==> config.mk <==
export PLATFORM = sky130hd
export DESIGN_NAME = timer_multi_mode
export DESIGN_NICKNAME = d
export VERILOG_FILES = /design/src/rtl/timer_pkg.sv /design/src/rtl/edge_detector.sv /design/src/rtl/timer_multi_mode.sv
export SDC_FILE = /design/constraint.sdc
export NUM_CORES = 1
export LEC_CHECK = 0
export CAP_MARGIN = 0
export CORE_UTILIZATION = 29
export CTS_BUF_LIST = sky130_fd_sc_hd__clkbuf_4 sky130_fd_sc_hd__clkbuf_8 sky130_fd_sc_hd__clkbuf_16
export DETAILED_ROUTE_END_ITERATION = 8
export DONT_BUFFER_PORTS = 1
export GPL_ROUTABILITY_DRIVEN = 0
export GPL_TIMING_DRIVEN = 0
export PLACE_DENSITY_LB_ADDON = 0.25
export SLEW_MARGIN = 5
export SYNTH_ARGS = -nofsm -noshare
export SYNTH_HDL_FRONTEND = slang
export SYNTH_HIERARCHICAL = 1
export SYNTH_SLANG_ARGS = --single-unit
export TNS_END_PERCENT = 1
==> constraint.sdc <==
create_clock -name clk -period 5.5 [get_ports clk]
set_input_delay 1.1 -clock clk [delete_from_list [all_inputs] [get_ports clk]]
set_output_delay 1.1 -clock clk [all_outputs]
set_load 0.02 [all_outputs]
==> src/rtl/timer_pkg.sv <==
// Shared types and mode encodings for the multi-mode timer.
package timer_pkg;

  typedef enum logic [1:0] {IDLE, RUN, PAUSE, DONE} timer_state_e;

  localparam logic [1:0] MODE_UP_FREE  = 2'd0;
  localparam logic [1:0] MODE_UP_LIMIT = 2'd1;
  localparam logic [1:0] MODE_DOWN     = 2'd2;

  // The reserved encoding behaves as free-running up-count.
  function automatic logic [1:0] norm_mode(input logic [1:0] m);
    return (m == 2'd3) ? MODE_UP_FREE : m;
  endfunction

endpackage

==> src/rtl/edge_detector.sv <==
// Rising-edge detector: registers the input and flags a low-to-high change.
module edge_detector (
  input  logic clk,
  input  logic rst,
  input  logic sig_i,
  output logic rise_o
);

  logic en_q;

  always_ff @(posedge clk) begin
    if (rst) en_q <= 1'b0;
    else     en_q <= sig_i;
  end

  assign rise_o = sig_i & ~en_q;

endmodule

==> src/rtl/timer_multi_mode.sv <==
// Programmable-rate timer: prescaler tick drives up-free, up-to-limit or down-count.
module timer_multi_mode
  import timer_pkg::*;
#(
  parameter int CLK_DIV = 5_000_000,
  parameter int WIDTH   = 16
) (
  input  logic             clk,
  input  logic             rst,
  input  logic             t_en,
  input  logic             t_clr,
  input  logic [1:0]       t_mode,
  input  logic [WIDTH-1:0] t_load,
  output logic             t_valid,
  output logic [WIDTH-1:0] t_out,
  output logic             t_done,
  output logic             t_busy
);

  localparam int PW = (CLK_DIV > 1) ? $clog2(CLK_DIV) : 1;
  localparam logic [PW-1:0] PRE_MAX = PW'(CLK_DIV - 1);

  timer_state_e     state_q, state_d;
  logic [WIDTH-1:0] cnt_q, cnt_d;
  logic [WIDTH-1:0] lim_q, lim_d;
  logic [PW-1:0]    pre_q, pre_d;
  logic [1:0]       mode_q, mode_d;
  logic             valid_q, valid_d;
  logic             done_q, done_d;

  logic             rise;
  logic             tick;
  logic [1:0]       new_mode;
  logic [WIDTH-1:0] nxt;

  edge_detector u_edge (
    .clk    (clk),
    .rst    (rst),
    .sig_i  (t_en),
    .rise_o (rise)
  );

  assign new_mode = norm_mode(t_mode);
  assign tick     = (pre_q == PRE_MAX);
  assign nxt      = (mode_q == MODE_DOWN) ? cnt_q - WIDTH'(1) : cnt_q + WIDTH'(1);

  always_comb begin
    state_d = state_q;
    cnt_d   = cnt_q;
    lim_d   = lim_q;
    pre_d   = pre_q;
    mode_d  = mode_q;
    valid_d = 1'b0;
    done_d  = 1'b0;
    if (t_clr) begin
      state_d = IDLE;
      cnt_d   = '0;
      pre_d   = '0;
    end else begin
      case (state_q)
        IDLE, DONE: begin
          if (rise) begin
            mode_d = new_mode;
            lim_d  = t_load;
            pre_d  = '0;
            // A zero limit/start value has nothing to count: finish immediately.
            if (new_mode != MODE_UP_FREE && t_load == '0) begin
              state_d = DONE;
              done_d  = 1'b1;
              cnt_d   = '0;
            end else begin
              state_d = RUN;
              cnt_d   = (new_mode == MODE_DOWN) ? t_load : '0;
            end
          end
        end
        RUN: begin
          if (rise) begin
            state_d = PAUSE;
          end else if (tick) begin
            pre_d   = '0;
            cnt_d   = nxt;
            valid_d = 1'b1;
            if ((mode_q == MODE_UP_LIMIT && nxt == lim_q) ||
                (mode_q == MODE_DOWN && nxt == '0)) begin
              state_d = DONE;
              done_d  = 1'b1;
            end
          end else begin
            pre_d = pre_q + PW'(1);
          end
        end
        PAUSE: begin
          if (rise) state_d = RUN;
        end
        default: state_d = IDLE;
      endcase
    end
  end

  always_ff @(posedge clk) begin
    if (rst) begin
      state_q <= IDLE;
      cnt_q   <= '0;
      lim_q   <= '0;
      pre_q   <= '0;
      mode_q  <= MODE_UP_FREE;
      valid_q <= 1'b0;
      done_q  <= 1'b0;
    end else begin
      state_q <= state_d;
      cnt_q   <= cnt_d;
      lim_q   <= lim_d;
      pre_q   <= pre_d;
      mode_q  <= mode_d;
      valid_q <= valid_d;
      done_q  <= done_d;
    end
  end

  assign t_out   = cnt_q;
  assign t_valid = valid_q;
  assign t_done  = done_q;
  assign t_busy  = (state_q == RUN) || (state_q == PAUSE);

endmodule

**Yosys cells after proc, flatten, opt, wreduce, memory -nomap -nowiden**

Index checks and enable logic that the tools add are counted.
Widths: inputs -> output; s select.

- Register bits after elaboration: 62
- Output and inout bits: 19

- Add/subtract/negate cells: 3
- Equal/unequal tests: 15
- Mux-type cells: 26
- Bitwise gates (word level): 4
- Reduce and logical (&&, ||, !) cells: 17

Operator list:

| operator | count |
|---|---|
| $mux 16 | 6 |
| $mux 23 | 3 |
| $pmux 23 s2 | 1 |
| $logic_not 16->1 | 2 |
| $pmux 16 s2 | 1 |
| $add 23x1->23 const B | 1 |
| $eq 23x23->1 const B | 1 |
| $add 16x1->16 const B | 1 |
| $eq 16x16->1 | 1 |
| $sub 16x1->16 const B | 1 |
| $mux 2 | 7 |
| $eq 2x2->1 const B | 5 |
| $ne 2x2->1 const B | 4 |
| $reduce_and 4->1 | 2 |
| $mux 1 | 6 |
| $ne 3x3->1 const B | 2 |
| $pmux 2 s3 | 1 |
| $reduce_and 3->1 | 2 |
| $eq 2x1->1 const B | 2 |
| $reduce_bool 2->1 | 2 |
| $reduce_or 2->1 | 2 |
| $reduce_or 4->1 | 1 |
| $logic_and 1x1->1 | 3 |
| $not 1->1 | 3 |
| other kinds (4) | 5 |

**Longest topological paths before layout**

Gate-level depths: netlist (run 1).

- Depth in word-level cells: 9
- Gate-level depth with buffers: 18
- Depth with buffers taken out: 13

**Cells and area by module**

The synthesis (run 1) kept the hierarchy.

By module, submodules not included:

| module | times used | cells an instance | area an instance (µm²) |
|---|---|---|---|
| timer_multi_mode | 1 | 567 | 4220.3 |
| edge_detector | 1 | 3 | 47.5 |

**Least setup slack after synthesis (run 1)**

OpenSTA, ideal clock, no wires.

- Path kind: reg2reg
- Start point: register mode_q[0]
- End point: register state_q[0]
- Setup time: 73 ps
- Arrival time: 3544 ps
- Data required time: 5427 ps
- Path slack: 1883 ps
- Stages on the path, launching flop included: 19
- Clock period less this slack: 3617 ps
- Cell sequence: dfxtp_1 > nand2b_1 > buf_6 > buf_2 > buf_2 > xnor2_1 > ha_1 > buf_2 > and4_1 > nand3_1 > and2_1 > clkbuf_1 > a31oi_1 > nand4_1 > or4_1 > nor4_1 > a32o_2 > a211oi_2 > nor3_2

- Word-level cells in the longest chain between the ends: 7

RTL lines:

| item | RTL line | text |
|---|---|---|
| start: declaration | timer_multi_mode.sv:27 | `logic [1:0] mode_q, mode_d;` |
| start signal: assignment | timer_multi_mode.sv:115 | `mode_q <= mode_d;` |
| $eq 2x2->1 | timer_multi_mode.sv:45, timer_multi_mode.sv:85 |  |
| $mux 16 | timer_multi_mode.sv:45 | `assign nxt = (mode_q == MODE_DOWN) ? cnt_q - WIDTH'(1) : cnt_q + WIDTH'(1);` |
| $eq 16x16->1 or $logic_not 16->1 (tied branches) | timer_multi_mode.sv:84, timer_multi_mode.sv:85 |  |
| $logic_and 1x1->1, on equally long branches | timer_multi_mode.sv:84, timer_multi_mode.sv:85 |  |
| $logic_or 1x1->1 * | timer_multi_mode.sv:84 | `if ((mode_q == MODE_UP_LIMIT && nxt == lim_q) \|\|` |
| $ne 3x3->1 (no source line) * | -- |  |
| $reduce_and 4->1 (no source line) * | -- |  |
| end signal: assignment | timer_multi_mode.sv:111 | `state_q <= state_d;` |
| end: declaration | timer_multi_mode.sv:23 | `timer_state_e state_q, state_d;` |

Every way passes the cells marked *; elsewhere a longest branch is shown, timed or not.
A chain may end at the register's enable or synchronous reset.

**Final worst setup path (run 1)**

Same ends and word-level chain as after synthesis.

==> results.cfg, run 1 <==
[worst_setup_path]
cp.buffers_inverters = 5
crit_slowest_cell = or4_1
start_kind = register
crit_arrival_ns = 4.69
setup.worst_path.end_class = register
ff2ff_setup_slack_ns = 1.07
crit_chain = nand2b_1, buf_6, buf_2, buf_2, xnor2_1, ha_1, buf_2, and4_1, nand3_1, and2_1, clkbuf_1, a31oi_1, nand4_1, or4_1, nor4_1, a32o_2, a211oi_2, nor3_2
critical-path-max-stage-delay_ns = 0.53
cp_max_fo = 10
cp.required_ns = 5.76
critPathKind = register to register
cp_top_family = simple AND/OR/NAND/NOR gates
crit_top_cell = buf_2

[timing]
worst_slew_pin_slew_ns = 0.917
fin_skew_ns = 0.00712
finalMaxSlewViolations = 0
fin_crit_sh = 0.805
finalCriticalPeriod_ns = 4.43
slew_headroom = 0.388
finalSetupViolations = 0
setup_tns_ns = 0
clock.fmax_ghz = 0.226
rsz0062_at_grt = no
hold_viol = 0

[die]
floorplan.initialDensity = 0.303
die_area_um2 = 15200
io_pins = 41
core_um2 = 14100
fp.dieW_um = 123
rows = 43
die_h_um = 123

[logic_synthesis]
synth_area_leaders = dfxtp_1 29%, nand2_1 6.7%, xnor2_1 6.4%, nor2_1 6.2%, a21oi_1 5.5%
synth.ff_latch_count = 62
synth_area_leader_cell = dfxtp_1
syn_avg_cell_area_um2 = 7.49
synthCells = 570
synth_nets = 601
yosys_warnings = 6
yosys.area.top_type_share = 0.291
synth_edf_count = 0
synth_commonest_cells = 76 x nand2_1, 70 x nor2_1, 62 x dfxtp_1, 47 x a21oi_1, 31 x xnor2_1
syn-cell-area_um2 = 4270
ys_types = 67
yosysMostFrequentCell = nand2_1
synthFlopType = dfxtp_1
synthArstFlopShare = 0
ys_seq_area_frac = 0.291

[route]
post-route-drc-count = 0
first_pass_iters = 5
totalWireLength_um = 13700
viasPerCell = 5.62
drtIter0Drc = 388
postRouteAntennaNets = 0
avgRoutedWirePerCell_um = 17.9
via_count = 4299

[run]
maxCapViolations = 0

[global_routing]
grt_antenna_before_repair = 0
grt_pass1_vias = 4019
grtUsageTotal = 0.191
grt_pass1_wl_um = 21800
grt_max_degree = 12
grt_remaining_overflow = 0

[clocking]
clk_transition_reported_paths_ns = 0.05
worstSkewPairLatency_ns = 0.34
cts_hold_buf = 0
clockBufferDepth = 2
cts_tree = built
root_buffer = clkbuf_16
cts_inserted_buffers = 9
clock-sinks = 62
cts_resized = 0
h-tree-depth = 3
postCtsSetupBuffers = 0

[outcome]
status = finished clean

[cells_and_area]
stdcell_count = 765
fin_nets = 612
antenna_cells = 0
area_delta_synth_final_pct = 12.3
drive_gt1_frac = 0.0872
final_util = 0.340
fillers = 1498

[power_and_ir_drop]
ir_drop_v = 0.000151
p_per_area_nw_per_um2 = 259
cellLeakagePower_nw = 1.63
p_total_mw = 1.24

[placement]
dp.cells = 750
hpwlAfterDp_um = 10400
io_buffers = 0

[hold_path]
hp-class = register to register
-- power breakdown --
part / switching, mW / internal, mW / leakage (nW)
sequential: 0.0181 / 0.462 / 0.502
clock: 0.211 / 0.361 / 0.141
combinational: 0.123 / 0.0677 / 0.990
-- final timing paths --
| path | from | endpoint | cells after the start |
|---|---|---|---|
| worst max register to register | mode_q[0]$_SDFFE_PP0P_ | state_q[0]$_SDFFE_PP0P_ | 18 |
| worst min-delay path | lim_q[11]$_SDFFE_PP0P_ | lim_q[11]$_SDFFE_PP0P_ | 2 |
| worst min register to register | lim_q[11]$_SDFFE_PP0P_ | lim_q[11]$_SDFFE_PP0P_ | 2 |
| worst max-delay path | mode_q[0]$_SDFFE_PP0P_ | state_q[0]$_SDFFE_PP0P_ | 18 |
-- through the flow --
step	instance area [um^2]	setup WS (ns)	hold WS [ns]
finish	4790	1.07	0.464
global route	4790	0.727	0.491
CTS	4790	1.15	0.463
detailed placement	4490	1.17	0.455
global placement	4490	1.13	0.460
floorplan	4270	1.88	0.437
-- state kept, by name, summed over array words and instances (netlist names) --
signal	count
lim_q	16
mode_q	2
pre_q	23
state_q	2
t_done	1
t_out	16
t_valid	1
u_edge/en_q	1
-- cells in the final DEF (no fill, tap or decap), types with 5 or more instances in the layout --
| master | instances |
|---|---|
| a21oi_1 | 47 |
| a221oi_1 | 6 |
| a31oi_1 | 5 |
| and2_1 | 6 |
| and3_1 | 5 |
| and4_1 | 7 |
| buf_2 | 8 |
| clkbuf_1 | 25 |
| clkbuf_16 | 9 |
| dfxtp_1 | 62 |
| ha_1 | 9 |
| inv_1 | 14 |
| nand2_1 | 76 |
| nand3_1 | 18 |
| nand4_1 | 13 |
| nor2_1 | 70 |
| nor3_1 | 27 |
| nor4_1 | 15 |
| o21ai_0 | 14 |
| or2_2 | 5 |
| or3_1 | 9 |
| xnor2_1 | 31 |
| xor2_1 | 21 |
-- routing by layer --
layer,vias up,wire (um),global-route usage
met5,-,0,0
met4,0,429,0.0934
met3,29,1390,0.0540
met2,206,5810,0.277
met1,2021,6050,0.257
li1,2043,-,-
-- layout make-up --
cell class                      count  area, um^2  share of cell area
Clock inverter                      5        58.8              0.0123
Sequential cell                    62        1240               0.259
Clock buffer                       10         239              0.0499
Buffer                             39         198              0.0413
Inverter                           15        58.8              0.0123
Tap cell                          180         225              0.0470
Multi-Input combinational cell    454        2770               0.578
-- cells by family (layout without fill, tap and decap cells) --
logic type / Yosys count / in the layout / synth area share
AND/OR/NAND/NOR: 275 / 275 / 0.322
adder cells (fa/ha/maj): 9 / 9 / 0.0264
XOR/XNOR: 54 / 54 / 0.116
buffers and inverters: 54 / 69 / 0.0601
flip-flops: 62 / 62 / 0.291
AO/OA/AOI/OAI: 110 / 110 / 0.167
multiplexers: 6 / 6 / 0.0179
-- worst min-delay path, delay by kind of cell, from the launching register on --
kind            cells  cell delay, ns
compound gates      1            0.05
simple gates        1            0.05
flops               1            0.31
No activity file was read; power rests on OpenSTA's default activity.
==> run 2, diff against run 1 <==
--- a/config.mk
+++ b/config.mk
@@ -5,6 +5,7 @@
 export SDC_FILE = /design/constraint.sdc
 export NUM_CORES = 1
 export LEC_CHECK = 0
+export ABC_AREA = 1
 export CAP_MARGIN = 0
 export CORE_UTILIZATION = 29
 export CTS_BUF_LIST = sky130_fd_sc_hd__clkbuf_4 sky130_fd_sc_hd__clkbuf_8 sky130_fd_sc_hd__clkbuf_16
==> constraint.sdc (replaced) <==
create_clock -name clk -period 4.2 [get_ports clk]
set_input_delay 0.84 -clock clk [delete_from_list [all_inputs] [get_ports clk]]
set_output_delay 0.84 -clock clk [all_outputs]
set_load 0.02 [all_outputs]
==> results.cfg, run 2 <==
[outcome]
status = finished clean

[cells_and_area]
final_util = 0.335
stdcell_count = 880
largest_register_ffs = 23
postLayoutCellArea_um2 = 4880
antenna_cells = 0
register_area_um2 = 1240
fin_nets = 723
final_cell_mix = 158 x nand2_1, 85 x nor2_1, 84 x inv_1
area_delta_synth_final_pct = 12.0
top_register = pre_q
multi_input_area_um2 = 2680
fillers = 1604
mostFrequentLayoutCell = nand2_1
drive_gt1_frac = 0.115

[timing]
final.setup.worst_slack_ns = 1.12
finalMaxSlewViolations = 0
finalCriticalPeriod_ns = 3.08
worst_slew_pin_slew_ns = 0.684
finalHoldWorstSlack_ns = 0.478
finalSetupViolations = 0
hold_viol = 0
rsz0062_at_grt = no
slew_headroom = 0.544
clock.fmax_ghz = 0.325
setup_tns_ns = 0
fin_crit_sh = 0.733
fin_skew_ns = 0.00967

[worst_setup_path]
ff2ff_setup_slack_ns = 1.12
crit_arrival_ns = 3.30
crit_chain = nand2_4, buf_6, nand2_1, nand2_1, inv_1, ha_1, inv_1, nor2_1, nor4_1, o21ai_0, nor2_1, nand2_1, nor2_1, nand2_1, nor2_1, nand2_1, nor2_2, nand3_2, nand3_2, nand3_1, nand2_1, nor2_1
crit_slowest_cell = dfxtp_1
cp.required_ns = 4.42
start_kind = register
r2r-end = state_q[1]$_SDFFE_PP0P_
critPathKind = register to register
setup.worst_path.end_class = register
r2r-start = mode_q[1]$_SDFFE_PP0P_
cp_max_fo = 10
critical-path-max-stage-delay_ns = 0.56
crit_top_cell = nand2_1
rr_worst_depth = 22

[placement]
dpl_worst_slack_ns = 1.03
io_buffers = 0
dpl_cell_area_um2 = 4590
dp.cells = 865
hpwlAfterDp_um = 10900

[die]
io_pins = 41
die_area_um2 = 15500
fp.dieW_um = 125
die_h_um = 125
core_um2 = 14600
floorplan.initialDensity = 0.299
rows = 44

[global_routing]
grt_remaining_overflow = 0
grt_antenna_before_repair = 0
grt_max_degree = 11
grt_pass1_wl_um = 22000
grtUsageTotal = 0.180
grt_pass1_vias = 4071

[logic_synthesis]
synth_area_leaders = dfxtp_1 28%, nand2_1 14%, nand3_1 7.6%, nor2_1 7.3%, inv_1 7.2%
synthCells = 681
synth_nets = 712
synthFlopType = dfxtp_1
yosys_warnings = 6
synth_mux_area_frac = 0
syn_avg_cell_area_um2 = 6.40
synth.ff_latch_count = 62
synth_compound_area_frac = 0.154
synth_adder_area_share = 0.0258
ys_seq_area_frac = 0.285
synthArstFlopShare = 0
ys_types = 43
synth_top_family_by_area = simple AND/OR/NAND/NOR gates
syn-cell-area_um2 = 4360
yosysMostFrequentCell = nand2_1
synthXorXnorAreaFrac = 0.0100
yosys.area.top_type_share = 0.285
synth_commonest_cells = 158 x nand2_1, 85 x nor2_1, 84 x inv_1, 66 x nand3_1, 62 x dfxtp_1
synth_area_leader_cell = dfxtp_1
synth_edf_count = 0
synth-simple-area-share = 0.425

[clocking]
root_buffer = clkbuf_16
clockBufferDepth = 2
cts_resized = 0
clock-sinks = 62
postCtsSetupBuffers = 0
worstSkewPairLatency_ns = 0.34
h-tree-depth = 3
cts_tree = built
cts_hold_buf = 0
clk_transition_reported_paths_ns = 0.06
cts_inserted_buffers = 9

[power_and_ir_drop]
cellLeakagePower_nw = 1.97
ir_drop_v = 0.000189
p_total_mw = 1.85
p_per_area_nw_per_um2 = 380

[hold_path]
hp-class = register to register
hold_end = pre_q[10]$_SDFFE_PP0P_
hold_depth = 1
hp-start = pre_q[9]$_SDFFE_PP0P_

[route]
avgRoutedWirePerCell_um = 15.6
viasPerCell = 5.13
first_pass_iters = 5
postRouteAntennaNets = 0
post-route-drc-count = 0
via_count = 4516
totalWireLength_um = 13700
drtIter0Drc = 302

[run]
maxCapViolations = 0
[run 2: logic make-up after synthesis]
| group | after synthesis |
|---|---|
| AND/OR/NAND/NOR | 395 |
| XOR/XNOR | 5 |
| AO/OA/AOI/OAI | 101 |
| adder cells (fa/ha/maj) | 9 |
| buffers and inverters | 109 |
| flip-flops | 62 |
[run 2: area by class of cell]
cell class                      count  share of cell area
Buffer                             17              0.0187
Multi-Input combinational cell    510               0.549
Clock buffer                       11              0.0505
Tap cell                          184              0.0472
Sequential cell                    62               0.254
Clock inverter                      4             0.00974
Inverter                           92              0.0707
[run 2: routing by layer]
| metal | track usage | wire, um | vias up |
|---|---|---|---|
| li1 | - | - | 2291 |
| met1 | 0.232 | 6130 | 2066 |
| met2 | 0.300 | 6560 | 143 |
| met3 | 0.0404 | 876 | 16 |
| met4 | 0.0503 | 155 | 0 |
| met5 | 0 | 0 | - |
[run 2: how the worst max path moves through the flow]
stage / startpoint / to / slack (ns)
2_1_floorplan: t_en / pre_q[21]$_SDFFE_PP0P_ / 1.53
3_3_place_gp: t_en / t_out[9]$_SDFFE_PP0P_ / 1.0
3_5_place_dp: t_en / pre_q[21]$_SDFFE_PP0P_ / 1.03
4_1_cts: mode_q[1]$_SDFFE_PP0P_ / state_q[1]$_SDFFE_PP0P_ / 1.09
5_1_grt: mode_q[1]$_SDFFE_PP0P_ / state_q[1]$_SDFFE_PP0P_ / 0.83
6_report: mode_q[1]$_SDFFE_PP0P_ / state_q[1]$_SDFFE_PP0P_ / 1.12
[run 2: where the power goes]
group | leakage, nW | switching, mW | internal (mW) | total [mW]
clock | 0.145 | 0.277 | 0.476 | 0.753
sequential | 0.504 | 0.0463 | 0.618 | 0.665
combinational | 1.32 | 0.308 | 0.128 | 0.437
[run 2: critical path, delay by kind of cell, from the launching register on]
| kind | cells | cell delay [ns] |
|---|---|---|
| AOI/OAI and AO/OA | 1 | 0.13 |
| adders and majority gates | 1 | 0.27 |
| buffers and inverters | 3 | 0.33 |
| and+or+nand+nor | 17 | 1.65 |
| DFF | 1 | 0.56 |
